### config.mk
export PLATFORM = sky130hd
export DESIGN_NAME = cntd3
export DESIGN_NICKNAME = d
export VERILOG_FILES = /design/src/rtl/cntd3_pkg.sv /design/src/rtl/cntd3_dec_w.sv /design/src/rtl/cntd3.sv
export SDC_FILE = /design/constraint.sdc
export NUM_CORES = 1
export LEC_CHECK = 0
export CORE_AREA = 2 2 39 41
export CTS_CLUSTER_SIZE = 24
export DETAILED_ROUTE_END_ITERATION = 10
export DIE_AREA = 0 0 41 43
export GPL_TIMING_DRIVEN = 1
export PLACE_DENSITY = 0.47
export SLEW_MARGIN = 40
export SYNTH_ARGS = -nofsm -noshare
export SYNTH_HDL_FRONTEND = slang
export SYNTH_SLANG_ARGS = --single-unit
### constraint.sdc
create_clock -name clk -period 1.6 [get_ports clk]
set_input_delay 0.48 -clock clk [delete_from_list [all_inputs] [get_ports clk]]
set_output_delay 0.48 -clock clk [all_outputs]
set_load 0.03 [all_outputs]
### src/rtl/cntd3_pkg.sv
// -----------------------------------------------------------------------------
// cntd3_pkg
// Shared definitions for the counter family (up-counters and the cntd3
// loadable down-counter).
//   CNT_W      : default counter width
//   cnt_sel_e  : next-count select used by the count register mux
// -----------------------------------------------------------------------------
package cntd3_pkg;

    localparam int CNT_W = 3;

    // Source of the next count value.
    typedef enum logic [1:0] {
        HOLD = 2'd0,
        LOAD = 2'd1,
        DEC  = 2'd2,
        WRAP = 2'd3
    } cnt_sel_e;

endpackage : cntd3_pkg

### src/rtl/cntd3_dec_w.sv
// -----------------------------------------------------------------------------
// dec_w
// Combinational W-bit decrement-by-one, built as a half-subtractor chain.
// Ports:
//   a      in  W  operand
//   diff   out W  a - 1 (modulo 2^W)
//   borrow out 1  borrow out of the MSB; high exactly when a == 0
// -----------------------------------------------------------------------------
module dec_w
    import cntd3_pkg::*;
#(
    parameter int W = CNT_W
) (
    input  logic [W-1:0] a,
    output logic [W-1:0] diff,
    output logic         borrow
);

    // b[i] is the borrow into bit i; subtracting one means borrow-in of 1.
    logic [W:0] b;

    assign b[0] = 1'b1;

    generate
        for (genvar gi = 0; gi < W; gi++) begin : g_hsub
            assign diff[gi] = a[gi] ^ b[gi];
            assign b[gi+1]  = ~a[gi] & b[gi];
        end
    endgenerate

    assign borrow = b[W];

endmodule : dec_w

### src/rtl/cntd3.sv
// -----------------------------------------------------------------------------
// cntd3
// Loadable down-counter with terminal-count pulse.
// Ports:
//   clk    in  1  clock, all state on rising edge
//   reset  in  1  synchronous active-high reset
//   cnten  in  1  decrement enable
//   load   in  1  load count from ldval (wins over cnten)
//   ldval  in  W  load value
//   wrap   in  1  1: decrement at zero wraps, 0: saturate at zero
//   count  out W  current count (registered)
//   zero   out 1  count == 0 (combinational from the count register)
//   tc     out 1  one-cycle pulse when the count steps from 1 to 0
// Build option:
//   CNTD_RELOAD_EN  when defined, a reload register captures ldval on every
//                   load and is the wrap target; otherwise wrap goes to all
//                   ones.
// -----------------------------------------------------------------------------
module cntd3
    import cntd3_pkg::*;
#(
    parameter int W = CNT_W
) (
    input  logic         clk,
    input  logic         reset,
    input  logic         cnten,
    input  logic         load,
    input  logic [W-1:0] ldval,
    input  logic         wrap,
    output logic [W-1:0] count,
    output logic         zero,
    output logic         tc
);

    logic [W-1:0] count_reg;
    logic [W-1:0] count_next;
    logic         tc_reg;
    logic         tc_next;
    logic [W-1:0] dec_diff;
    logic         dec_borrow;
    logic [W-1:0] wrap_val;
    cnt_sel_e     sel;

    dec_w #(.W(W)) u_dec (
        .a      (count_reg),
        .diff   (dec_diff),
        .borrow (dec_borrow)
    );

`ifdef CNTD_RELOAD_EN
    // Periodic divider mode: wrap returns to the most recently loaded value.
    logic [W-1:0] reload_reg;

    always_ff @(posedge clk) begin
        if (reset) begin
            reload_reg <= '0;
        end else if (load) begin
            reload_reg <= ldval;
        end
    end

    assign wrap_val = reload_reg;
`else
    assign wrap_val = '1;
`endif

    // Borrow-out flags a zero count: decrementing is replaced by wrap or hold.
    always_comb begin
        sel = HOLD;
        if (load) begin
            sel = LOAD;
        end else if (cnten) begin
            if (dec_borrow) begin
                sel = wrap ? WRAP : HOLD;
            end else begin
                sel = DEC;
            end
        end
    end

    always_comb begin
        count_next = count_reg;
        case (sel)
            HOLD:    count_next = count_reg;
            LOAD:    count_next = ldval;
            DEC:     count_next = dec_diff;
            WRAP:    count_next = wrap_val;
            default: count_next = count_reg;
        endcase
    end

    // Only a real 1 -> 0 decrement pulses tc; loads and wraps never do.
    assign tc_next = (sel == DEC) && (dec_diff == '0);

    always_ff @(posedge clk) begin
        if (reset) begin
            count_reg <= '0;
            tc_reg    <= 1'b0;
        end else begin
            count_reg <= count_next;
            tc_reg    <= tc_next;
        end
    end

    assign count = count_reg;
    assign zero  = (count_reg == '0);
    assign tc    = tc_reg;

endmodule : cntd3

Word-level counts from Yosys, hierarchy flattened
Cells that the tools add are included.
{"block": "word_totals", "regBits": 4, "in_bits": 8, "out_inout_bits": 5, "wordCells": 21}
{"block": "classes", "eq_ne": 3, "muxes": 5, "bitwise": 7, "n_reduce_logical": 4}
{"operator": "3-bit case mux with 3 select lines", "n": 1}
{"operator": "2-bit two-way mux", "n": 4}
{"operator": "3-bit zero test", "n": 2}
{"operator": "2-bit equality test, second input constant", "n": 2}
{"operator": "1-bit inverter", "n": 3}
{"operator": "1-bit bitwise AND", "n": 2}
{"operator": "2-bit by 1-bit equality test with 1-bit output, second input constant", "n": 1}
{"operator": "2-bit zero test", "n": 1}
{"operator": "1-bit XOR", "n": 2}
{"operator": "1-bit logical AND", "n": 1}

Logic depth before layout (Yosys ltp)
Gate-level depths: netlist (run 1).
{"block": "logic_depth", "depth_word": 8, "mapped_depth": 6, "ltp_nobuf": 6}

Cells and area by module
From an unflattened synthesis (run 1), not the netlist that was laid out.
{"block": "hier_totals", "hier_cells": 26, "area_unflattened_um2": 226.5}
{"module": "cntd3", "instances": 1, "cells_per_inst": 19, "area_per_inst_um2": 182.7, "seq_area_each_um2": 80.1}
{"module": "dec_w", "instances": 1, "cells_per_inst": 7, "area_per_inst_um2": 43.8, "seq_area_each_um2": 0.0}

Worst setup path before layout (run 1)
OpenSTA, ideal clock, no wires.
{"block": "synth_timing", "path_kind": "reg-to-reg", "from": "reg count_reg[0], in the netlist count[0]", "to": "reg tc_reg, in the netlist tc", "setup_ns": 0.060, "arrival_time_ns": 1.705, "required_ns": 1.540, "slack_ns": -0.165, "stages_incl_launch_ff": 7, "n_path_buf": 0, "period_less_slack_ns": 1.765, "cell_sequence": "dfxtp_1 > inv_1 > ha_1 > ha_1 > nand2b_2 > nor3b_2 > and3b_1"}
{"block": "synth_via", "elab_chain_len": 8, "word_cells_on_any_way": 11, "cone_classes": "eq/ne: 1; mux: 3; bitwise: 5; reduce/logical: 2"}
{"item": "start: declaration", "line": "cntd3.sv:35", "rtl": "logic [W-1:0] count_reg;"}
{"item": "start signal: assignment", "line": "cntd3.sv:100", "rtl": "count_reg <= count_next;"}
{"item": "1-bit inverter (*)", "line": "cntd3_dec_w.sv:27", "rtl": "assign b[gi+1] = ~a[gi] & b[gi];"}
{"item": "1-bit bitwise AND (2 in a row)", "line": "cntd3_dec_w.sv:27"}
{"item": "2-bit two-way mux", "line": "cntd3.sv:73", "rtl": "if (dec_borrow) begin"}
{"item": "2-bit two-way mux", "line": "cntd3.sv:72", "rtl": "end else if (cnten) begin"}
{"item": "2-bit two-way mux", "line": "cntd3.sv:70", "rtl": "if (load) begin"}
{"item": "2-bit equality test", "line": "cntd3.sv:93", "rtl": "assign tc_next = (sel == DEC) && (dec_diff == '0);"}
{"item": "1-bit logical AND (*)", "line": "cntd3.sv:93"}
{"item": "end signal: assignment", "line": "cntd3.sv:101", "rtl": "tc_reg <= tc_next;"}
{"item": "end: declaration", "line": "cntd3.sv:37", "rtl": "logic tc_reg;"}
Mark *: on every way between the ends. The rest lies on a longest branch, timed or not.
A chain may end at the register's enable or synchronous reset.

Worst setup path in the final report (run 1)
{"block": "layout_timing", "from": "reg count_reg[0], in the netlist count[0]", "to": "out zero"}
{"block": "layout_via", "elab_chain_len": 1}
{"item": "3-bit zero test", "line": "cntd3.sv:106", "rtl": "assign zero = (count_reg == '0);"}
{"item": "end: declaration", "line": "cntd3.sv:31", "rtl": "output logic zero,"}
Every way passes these cells.

==> run summary, run 1 <==
VDD IR-drop max = 465.1 µV
Switching Power = 0.1038 mW
Status = completed
Tightest Pin Transition = 327.4 ps
Post-Syn Area = 250.2 µm²
Overall power = 0.3566 mW
Skew-Pair Late Insertion Delay = 230 ps
Clock network power share = 34.1%
Hold EP = count[1]$_SDFFE_PP0P_
DRT Pass-1 Iters = 4
Crit-path cells = inv_1 > ha_4 > ha_4 > buf_6
Worst Path Required = 1120 ps
Die height = 43 µm
Fmax = 642.3 MHz
Design Area, Final = 436.7 µm²
Root Buffer Master = clkbuf_4
Max incr delay on CP = 320 ps
Post-synth cell types = 15
Most common cell after layout, fill and taps aside = clkdlybuf4s50_1
Clock buffer depth = 2
Post-layout util = 31.56%
Post-Synthesis Cells = 26
CP Class = reg -> out
HP Start = count[1]$_SDFFE_PP0P_
Syn. warnings = 0
Nets@finish = 54
WHS Path Cells = 2
Reg power frac = 32.0%
Routed Antenna Nets = 0
Residual DRC = 0
H-tree depth = 1
Minimum clock period = 1557 ps
RSZ-0062 raised after global routing = no
Skew final = 0.5196 ps
Hold Buf Count CTS = 0
RR Endpoint = count[1]$_SDFFE_PP0P_
Reg2reg start = count[0]$_SDFFE_PP0P_
Crit path max fanout = 3
CTS tree = yes
Final period util = 97.31%
Multiplexer share of the synthesized area = 0%
Gr usage total = 7.222%
CTS Sinks = 4
Combinational power share = 33.9%
Placed cell count = 53
Seq/Total Area, Yosys = 32.00%
Share of cells above drive strength 1 = 31.71%
Pint = 0.2528 mW
Power density over cell area = 816.6 nW/µm²
Clock transition at path regs = 40 ps
Via count = 235
Num CTS Buffers = 3
CP most frequent cell = ha_4
Iteration-0 DRC Markers = 3
Core area = 1384 µm²
Initial antenna violation count = 0
Routed wire per std cell = 10.04 µm
Endpoints failing setup = 0
Post-synthesis compound-gate area fraction = 21.50%
Sw frac = 29.11%
Initial Util = 18.08%
Chip width = 41 µm
Wire length of the first global-routing pass = 828 µm
CP endpoint kind = primary output
Path type of the worst min-delay path = reg -> reg
Fin. max-slew vios = 0
Post-Place Cell Area = 385.4 µm²
Worst setup SP type = flop
Post-synthesis register bit count = 4
Final Non-Filler Cells = 57
Critical path data arrival time = 1080 ps
Main combinational cell family by area after synthesis = compound AO/OA/AOI/OAI gates
Max-Slew Margin vs Limit = 78.12%
Static Leak = 0.1878 nW
Hold Vio Cnt, Final = 0
Number of diodes = 0
GP Congestion = 0.8120
Max Cap Viol = 0
Grt total ovfl = 0
Synth Area in Simple Gates = 19.50%
Largest register FFs = 3
Crit path max-delay cell type = dfxtp_2
Post-DP HPWL = 444.1 µm
Worst reg-to-reg path cell count = 6
Vias per cell = 4.123
Syn_nets = 37
I/O Buffers = 12
Layout area overhead = 74.50%
Io pins = 13
Die ar. = 1763 µm²
Adder-Cell Fraction of Synth Area = 15.00%
Vias in the first global route = 222
Commonest non-fill, non-tap cells in the layout = clkdlybuf4s50_1 (7), inv_1 (5), dlygate4sd2_1 (4)
# rows = 14
Total Wirelength = 572 µm
Mean area per synthesized cell = 9.625 µm²
Flop2flop setup slack = 200 ps
Largest net degree at the start of global routing = 9
Synth Area in XOR/XNOR = 0%
-- worst max path at each step --
stage / startpoint / slack [ps] / end
after floorplan: count[0]$_SDFFE_PP0P_ / 60 / tc$_SDFF_PP0_
after global placement: load / -60 / count[1]$_SDFFE_PP0P_
after detailed placement: load / -110 / count[1]$_SDFFE_PP0P_
after CTS: count[1]$_SDFFE_PP0P_ / 4 / zero
after global routing: count[1]$_SDFFE_PP0P_ / 9 / zero
final: count[0]$_SDFFE_PP0P_ / 40 / zero
-- kinds of logic (layout without fill, tap and decap cells) --
family / count (synthesis) / in the layout
buffers and inverters: 7 / 22
AO/OA/AOI/OAI: 6 / 6
AND/OR/NAND/NOR: 6 / 6
flip-flops: 4 / 4
adder cells (fa/ha/maj): 3 / 3
-- cells in the mapped netlist --
| cell type | instances | area share [%] |
|---|---|---|
| nand2b_1 | 1 | 2.5 |
| a211oi_1 | 1 | 3.0 |
| a211oi_2 | 1 | 5.0 |
| clkbuf_4 | 1 | 3.0 |
| nor3b_2 | 1 | 5.0 |
| a221oi_1 | 1 | 3.5 |
| a2111oi_1 | 2 | 8.0 |
| nor3b_1 | 1 | 3.0 |
| a21oi_1 | 1 | 2.0 |
| nand3_1 | 1 | 2.0 |
| nand2b_2 | 1 | 3.5 |
| dfxtp_1 | 4 | 32 |
| ha_1 | 3 | 15 |
| inv_1 | 6 | 9.0 |
| and3b_1 | 1 | 3.5 |
-- what timing repair did --
| action | 4_1_cts | 5_1_grt |
|---|---|---|
| gates resized for setup | 7 | 2 |
| gates cloned | 0 | 0 |
| endpoints found under the setup margin | 5 | 1 |
| pin swaps | 1 | 0 |
| setup buffers | 1 | 0 |
-- routing by layer --
| layer | track usage, % | up-vias | part of all wire, % |
|---|---|---|---|
| li1 | - | 124 | - |
| met1 | 8.654 | 95 | 46 |
| met2 | 10.31 | 16 | 40 |
| met3 | 6.283 | 0 | 14 |
| met4 | 0 | 0 | 0 |
| met5 | 0 | - | 0 |
-- per-stage QoR --
stage / hold WS [ps] / setup TNS (ps) / setup slack [ps]
3_3_place_gp: 581.4 / -70.64 / -62.94
3_5_place_dp: 580.8 / -136.2 / -106.5
5_1_grt: 615.8 / 0 / 8.672
4_1_cts: 562.0 / 0 / 3.722
2_1_floorplan: 551.2 / 0 / 59.19
6_report: 579.7 / 0 / 43.03
-- area by class of cell --
type                            count  area, µm²
Fill cell                         149      947.2
Multi-Input combinational cell     15      165.2
Timing Repair Buffer               13      123.9
Sequential cell                     4      82.58
Clock buffer                        3      22.52
Inverter                            6      22.52
Tap cell                           16      20.02
-- worst max-delay path: cells and delay by family, from the launching register on --
family / cells / cell delay (ps)
buf+inv: 2 / 200
flops: 1 / 320
fa+ha+maj: 2 / 330
-- power by group through the flow --
stage	clock network, mW	registers [mW]	logic (mW)
6_report	0.122	0.114	0.121
5_1_grt	0.132	0.115	0.130
4_1_cts	0.128	0.114	0.118
3_5_place_dp	0	0.117	0.107
3_3_place_gp	0	0.117	0.108
2_1_floorplan	0	0.130	0.0500
No activity file was read; power rests on OpenSTA's default activity.
==> run 2: changes to the inputs <==
PLACE_DENSITY = 0.49   (was 0.47)
==> run summary, run 2 (synthesized netlist as in run 1, its figures left out) <==
Fin. max-slew vios = 0 (unchanged)
Initial Util = 18.08% (unchanged)
Worst Path Required = 1120 ps (about the same)
Share of cells above drive strength 1 = 33.33% (+1.6 points)
# rows = 14 (unchanged)
Minimum clock period = 1562 ps (+4.563 ps)
Post-layout util = 32.10% (+0.54 points)
Root Buffer Master = clkbuf_4
CP Class = reg -> out
Most common cell after layout, fill and taps aside = clkdlybuf4s50_1
Iteration-0 DRC Markers = 3 (unchanged)
Max Cap Viol = 0 (unchanged)
Routed Antenna Nets = 0 (unchanged)
Vias per cell = 4.138 (+0.37%)
Power density over cell area = 830.6 nW/µm² (+1.7%)
Critical path data arrival time = 1080 ps (about the same)
Final-layout fill cell count = 150 (+0.67%)
Final period util = 97.60% (+0.29 points)
DRT Pass-1 Iters = 4 (unchanged)
Residual DRC = 0 (unchanged)
Grt total ovfl = 0 (unchanged)
RSZ-0062 raised after global routing = no
Skew final = 2.003 ps (+1.484 ps)
Tightest Pin Transition = 328.7 ps (+1.346 ps)
GP Congestion = 0.7280 (-10%)
Nets@finish = 55 (+1.9%)
Status = completed
Num CTS Buffers = 3 (unchanged)
Largest net degree at the start of global routing = 9 (unchanged)
Crit path max fanout = 3 (unchanged)
Die ar. = 1763 µm² (unchanged)
Endpoints failing setup = 0 (unchanged)
CTS tree = yes
Via count = 240 (+2.1%)
CTS Sinks = 4 (unchanged)
Core area = 1384 µm² (unchanged)
I/O Buffers = 12 (unchanged)
CP endpoint kind = primary output
Worst setup SP type = flop
Path type of the worst min-delay path = reg -> reg
Io pins = 13 (unchanged)
Max-Slew Margin vs Limit = 78.03% (-0.090 points)
Layout area overhead = 77.50%
Post-DP HPWL = 454 µm (+2.2%)
Vias in the first global route = 232 (+4.5%)
Hold Vio Cnt, Final = 0 (unchanged)
Commonest non-fill, non-tap cells in the layout = clkdlybuf4s50_1 (7), inv_1 (5), dlygate4sd2_1 (4)
Clock transition at path regs = 40 ps (about the same)
Static Leak = 0.1929 nW (+2.7%)
Fmax = 640.4 MHz (-0.29%)
Chip width = 41 µm (unchanged)
Wire length of the first global-routing pass = 966 µm (+17%)
Hold Buf Count CTS = 0 (unchanged)
H-tree depth = 1 (unchanged)
Skew-Pair Late Insertion Delay = 240 ps (about the same)
Overall power = 0.3689 mW (+3.5%)
Initial antenna violation count = 0 (unchanged)
Gr usage total = 8.918% (+1.7 points)
Number of diodes = 0 (unchanged)
Total Wirelength = 589 µm (+3.0%)
Routed wire per std cell = 10.16 µm (+1.2%)
Clock buffer depth = 2 (unchanged)
Die height = 43 µm (unchanged)
VDD IR-drop max = 291.2 µV (-37%)
Largest register FFs = 3 (unchanged)
-- run 2: routing by layer --
layer	GRT usage, %	up-vias	part of all wire (%)
met4	10.00	0	0
met3	3.141	0	7.3
met1	10.86	105	47
met2	10.63	9	46
met5	0	-	0
li1	-	126	-
-- run 2: stage by stage --
stage / TNS, ps / worst slack (ps) / instances / cell area, µm² / hold WS (ps)
after detailed placement: -125.4 / -78.26 / 53 / 385.4 / 585.9
after global placement: -48.71 / -48.71 / 53 / 385.4 / 556.9
after global routing: 0 / 1.364 / 58 / 444.2 / 612.1
after CTS: 0 / 10.47 / 58 / 434.2 / 558.8
after floorplan: 0 / 59.19 / 26 / 255.2 / 551.2
final: 0 / 38.47 / 58 / 444.2 / 578.7
-- run 2: cell type report --
| type | instances | area (µm²) | area share [%] |
|---|---|---|---|
| Sequential cell | 4 | 82.58 | 18.59 |
| Inverter | 6 | 22.52 | 5.070 |
| Tap cell | 16 | 20.02 | 4.507 |
| Timing Repair Buffer | 14 | 131.4 | 29.58 |
| Clock buffer | 3 | 22.52 | 5.070 |
| Multi-Input combinational cell | 15 | 165.2 | 37.18 |
-- run 2: critical path, cell delays in order, from the launching register on --
cell,delay (ps)
dfxtp_2,320
inv_1,70
ha_4,160
ha_4,160
buf_6,130
-- run 2: report_power, final --
group | switching (mW) | internal (mW)
Clock | 0.0462 | 0.0843
Sequential | 0.00490 | 0.109
Combinational | 0.0615 | 0.0635
Total | 0.113 | 0.256
-- run 2: path summary, 6_finish.rpt --
path,start,end,slack [ps],cells past startpoint
worst max register to register,count[0]$_SDFFE_PP0P_,count[2]$_SDFFE_PP0P_,230,5
worst min-delay path,count[0]$_SDFFE_PP0P_,count[0]$_SDFFE_PP0P_,580,3
worst max-delay path,count[0]$_SDFFE_PP0P_,zero,40,4
worst min register to register,count[0]$_SDFFE_PP0P_,count[0]$_SDFFE_PP0P_,580,3
-- run 2: timing repair --
| item | CTS | global route |
|---|---|---|
| endpoints found under the hold margin | 0 | 0 |
| endpoints found under the setup margin | 5 | 1 |
| buffers inserted | 2 | 0 |
| pin swaps | 1 | 1 |
| resized for setup | 7 | 2 |
==> run 3: changes to the inputs <==
CTS_CLUSTER_DIAMETER = 40   (was not set)
SKIP_CTS_REPAIR_TIMING = 1   (was not set)
==> run summary, run 3 (synthesized netlist as in run 1, its figures left out) <==
Root Buffer Master = clkbuf_4
Chip width = 41 µm (unchanged)
Fmax = 636.3 MHz (-0.64%)
CTS Sinks = 4 (unchanged)
Number of diodes = 0 (unchanged)
Core area = 1384 µm² (unchanged)
Max Cap Viol = 0 (unchanged)
Fin. max-slew vios = 0 (unchanged)
Iteration-0 DRC Markers = 2 (-1)
Io pins = 13 (unchanged)
CP Class = reg -> out
CTS tree = yes
Layout area overhead = 83.50%
Worst reg-to-reg path cell count = 5 (unchanged)
Routed wire per std cell = 10.16 µm (unchanged)
DRT Pass-1 Iters = 2 (-2)
Crit path max fanout = 4 (+1)
Share of cells above drive strength 1 = 35.71% (+2.4 points)
Nets@finish = 55 (unchanged)
I/O Buffers = 12 (unchanged)
Max-Slew Margin vs Limit = 77.72% (-0.31 points)
Gr usage total = 8.317% (-0.60 points)
Post-layout util = 33.18% (+1.1 points)
Vias in the first global route = 214 (-7.8%)
Clock buffer depth = 2 (unchanged)
RSZ-0062 raised after global routing = yes
Tightest Pin Transition = 333.4 ps (+4.691 ps)
Residual DRC = 0 (unchanged)
WHS Path Cells = 3 (unchanged)
Initial Util = 18.08% (unchanged)
Via count = 239 (-0.42%)
Largest net degree at the start of global routing = 9 (unchanged)
Hold Vio Cnt, Final = 0 (unchanged)
Total Wirelength = 589 µm (unchanged)
Die ar. = 1763 µm² (unchanged)
Power density over cell area = 821.0 nW/µm² (-1.2%)
Worst Path Required = 1120 ps (about the same)
CP endpoint kind = primary output
Design Area, Final = 459.2 µm² (+3.4%)
H-tree depth = 1 (unchanged)
Vias per cell = 4.121 (-0.42%)
Static Leak = 0.2381 nW (+23%)
Commonest non-fill, non-tap cells in the layout = clkdlybuf4s50_1 (7), inv_1 (4), dlymetal6s2s_1 (4)
Endpoints failing setup = 0 (unchanged)
Most common cell after layout, fill and taps aside = clkdlybuf4s50_1
Minimum clock period = 1572 ps (+10.04 ps)
Post-DP HPWL = 454 µm (unchanged)
Critical path data arrival time = 1090 ps (about the same)
Initial antenna violation count = 0 (unchanged)
Clock transition at path regs = 40 ps (about the same)
VDD IR-drop max = 292.5 µV (+0.47%)
GP Congestion = 0.7280 (unchanged)
Skew-Pair Late Insertion Delay = 240 ps (about the same)
Worst setup SP type = flop
Wire length of the first global-routing pass = 897 µm (-7.1%)
Post-Place Cell Area = 385.4 µm² (unchanged)
Largest register FFs = 3 (unchanged)
Num CTS Buffers = 3 (unchanged)
Routed Antenna Nets = 0 (unchanged)
Hold Slack = 583.2 ps (+4.502 ps)
Grt total ovfl = 0 (unchanged)
# rows = 14 (unchanged)
Overall power = 0.3770 mW (+2.2%)
Status = completed
Path type of the worst min-delay path = reg -> reg
Skew final = 1.991 ps (-0.01196 ps)
Final period util = 98.22% (+0.63 points)
Die height = 43 µm (unchanged)
## run 3: cell count changes in the layout (fill, tap and decap cells not counted)
cell,change
inv_2,+1
inv_1,-1
dlygate4sd2_1,-4
dlymetal6s2s_1,+4
## run 3: area by class of cell
type / instances / area [µm²]
tap: 16 / 20.02
multi-input combinational: 15 / 165.2
clock buffer: 3 / 22.52
sequential: 4 / 82.58
timing repair buffer: 14 / 146.4
inverter: 6 / 22.52
fill: 148 / 924.6
## run 3: routing by layer
metal	wire [µm]	GRT usage [%]	part of all wire, %
met2	252	9.688	43
met4	23	10.00	3.9
met5	0	0	0
met1	264	9.904	45
met3	48	3.141	8.1
## run 3: through the flow
stage / cells / setup TNS [ps] / setup WS [ps]
2_1_floorplan: 26 / 0 / 59.19
3_3_place_gp: 53 / -48.71 / -48.71
3_5_place_dp: 53 / -125.4 / -78.26
4_1_cts: 56 / -606.9 / -158.6
5_1_grt: 58 / -0.7930 / -0.7930
6_report: 58 / 0 / 28.43
## run 3: power breakdown
| part | leakage, nW | switching [mW] | internal (mW) |
|---|---|---|---|
| clock network | 0.0138 | 0.0496 | 0.0845 |
| registers | 0.0336 | 0.00601 | 0.109 |
| logic | 0.191 | 0.0608 | 0.0675 |
| total | 0.238 | 0.116 | 0.261 |
## run 3: path summary, 6_finish.rpt
kind,from,end,slack [ps]
worst min register to register,count[0]$_SDFFE_PP0P_,count[0]$_SDFFE_PP0P_,580
worst min-delay path,count[0]$_SDFFE_PP0P_,count[0]$_SDFFE_PP0P_,580
worst max register to register,count[0]$_SDFFE_PP0P_,count[2]$_SDFFE_PP0P_,220
worst max-delay path,count[0]$_SDFFE_PP0P_,zero,30
## run 3: critical path: stages, from the launching register on
cell and delay, ps:
dfxtp_2 350, inv_2 60, ha_4 160, ha_4 160, buf_6 130
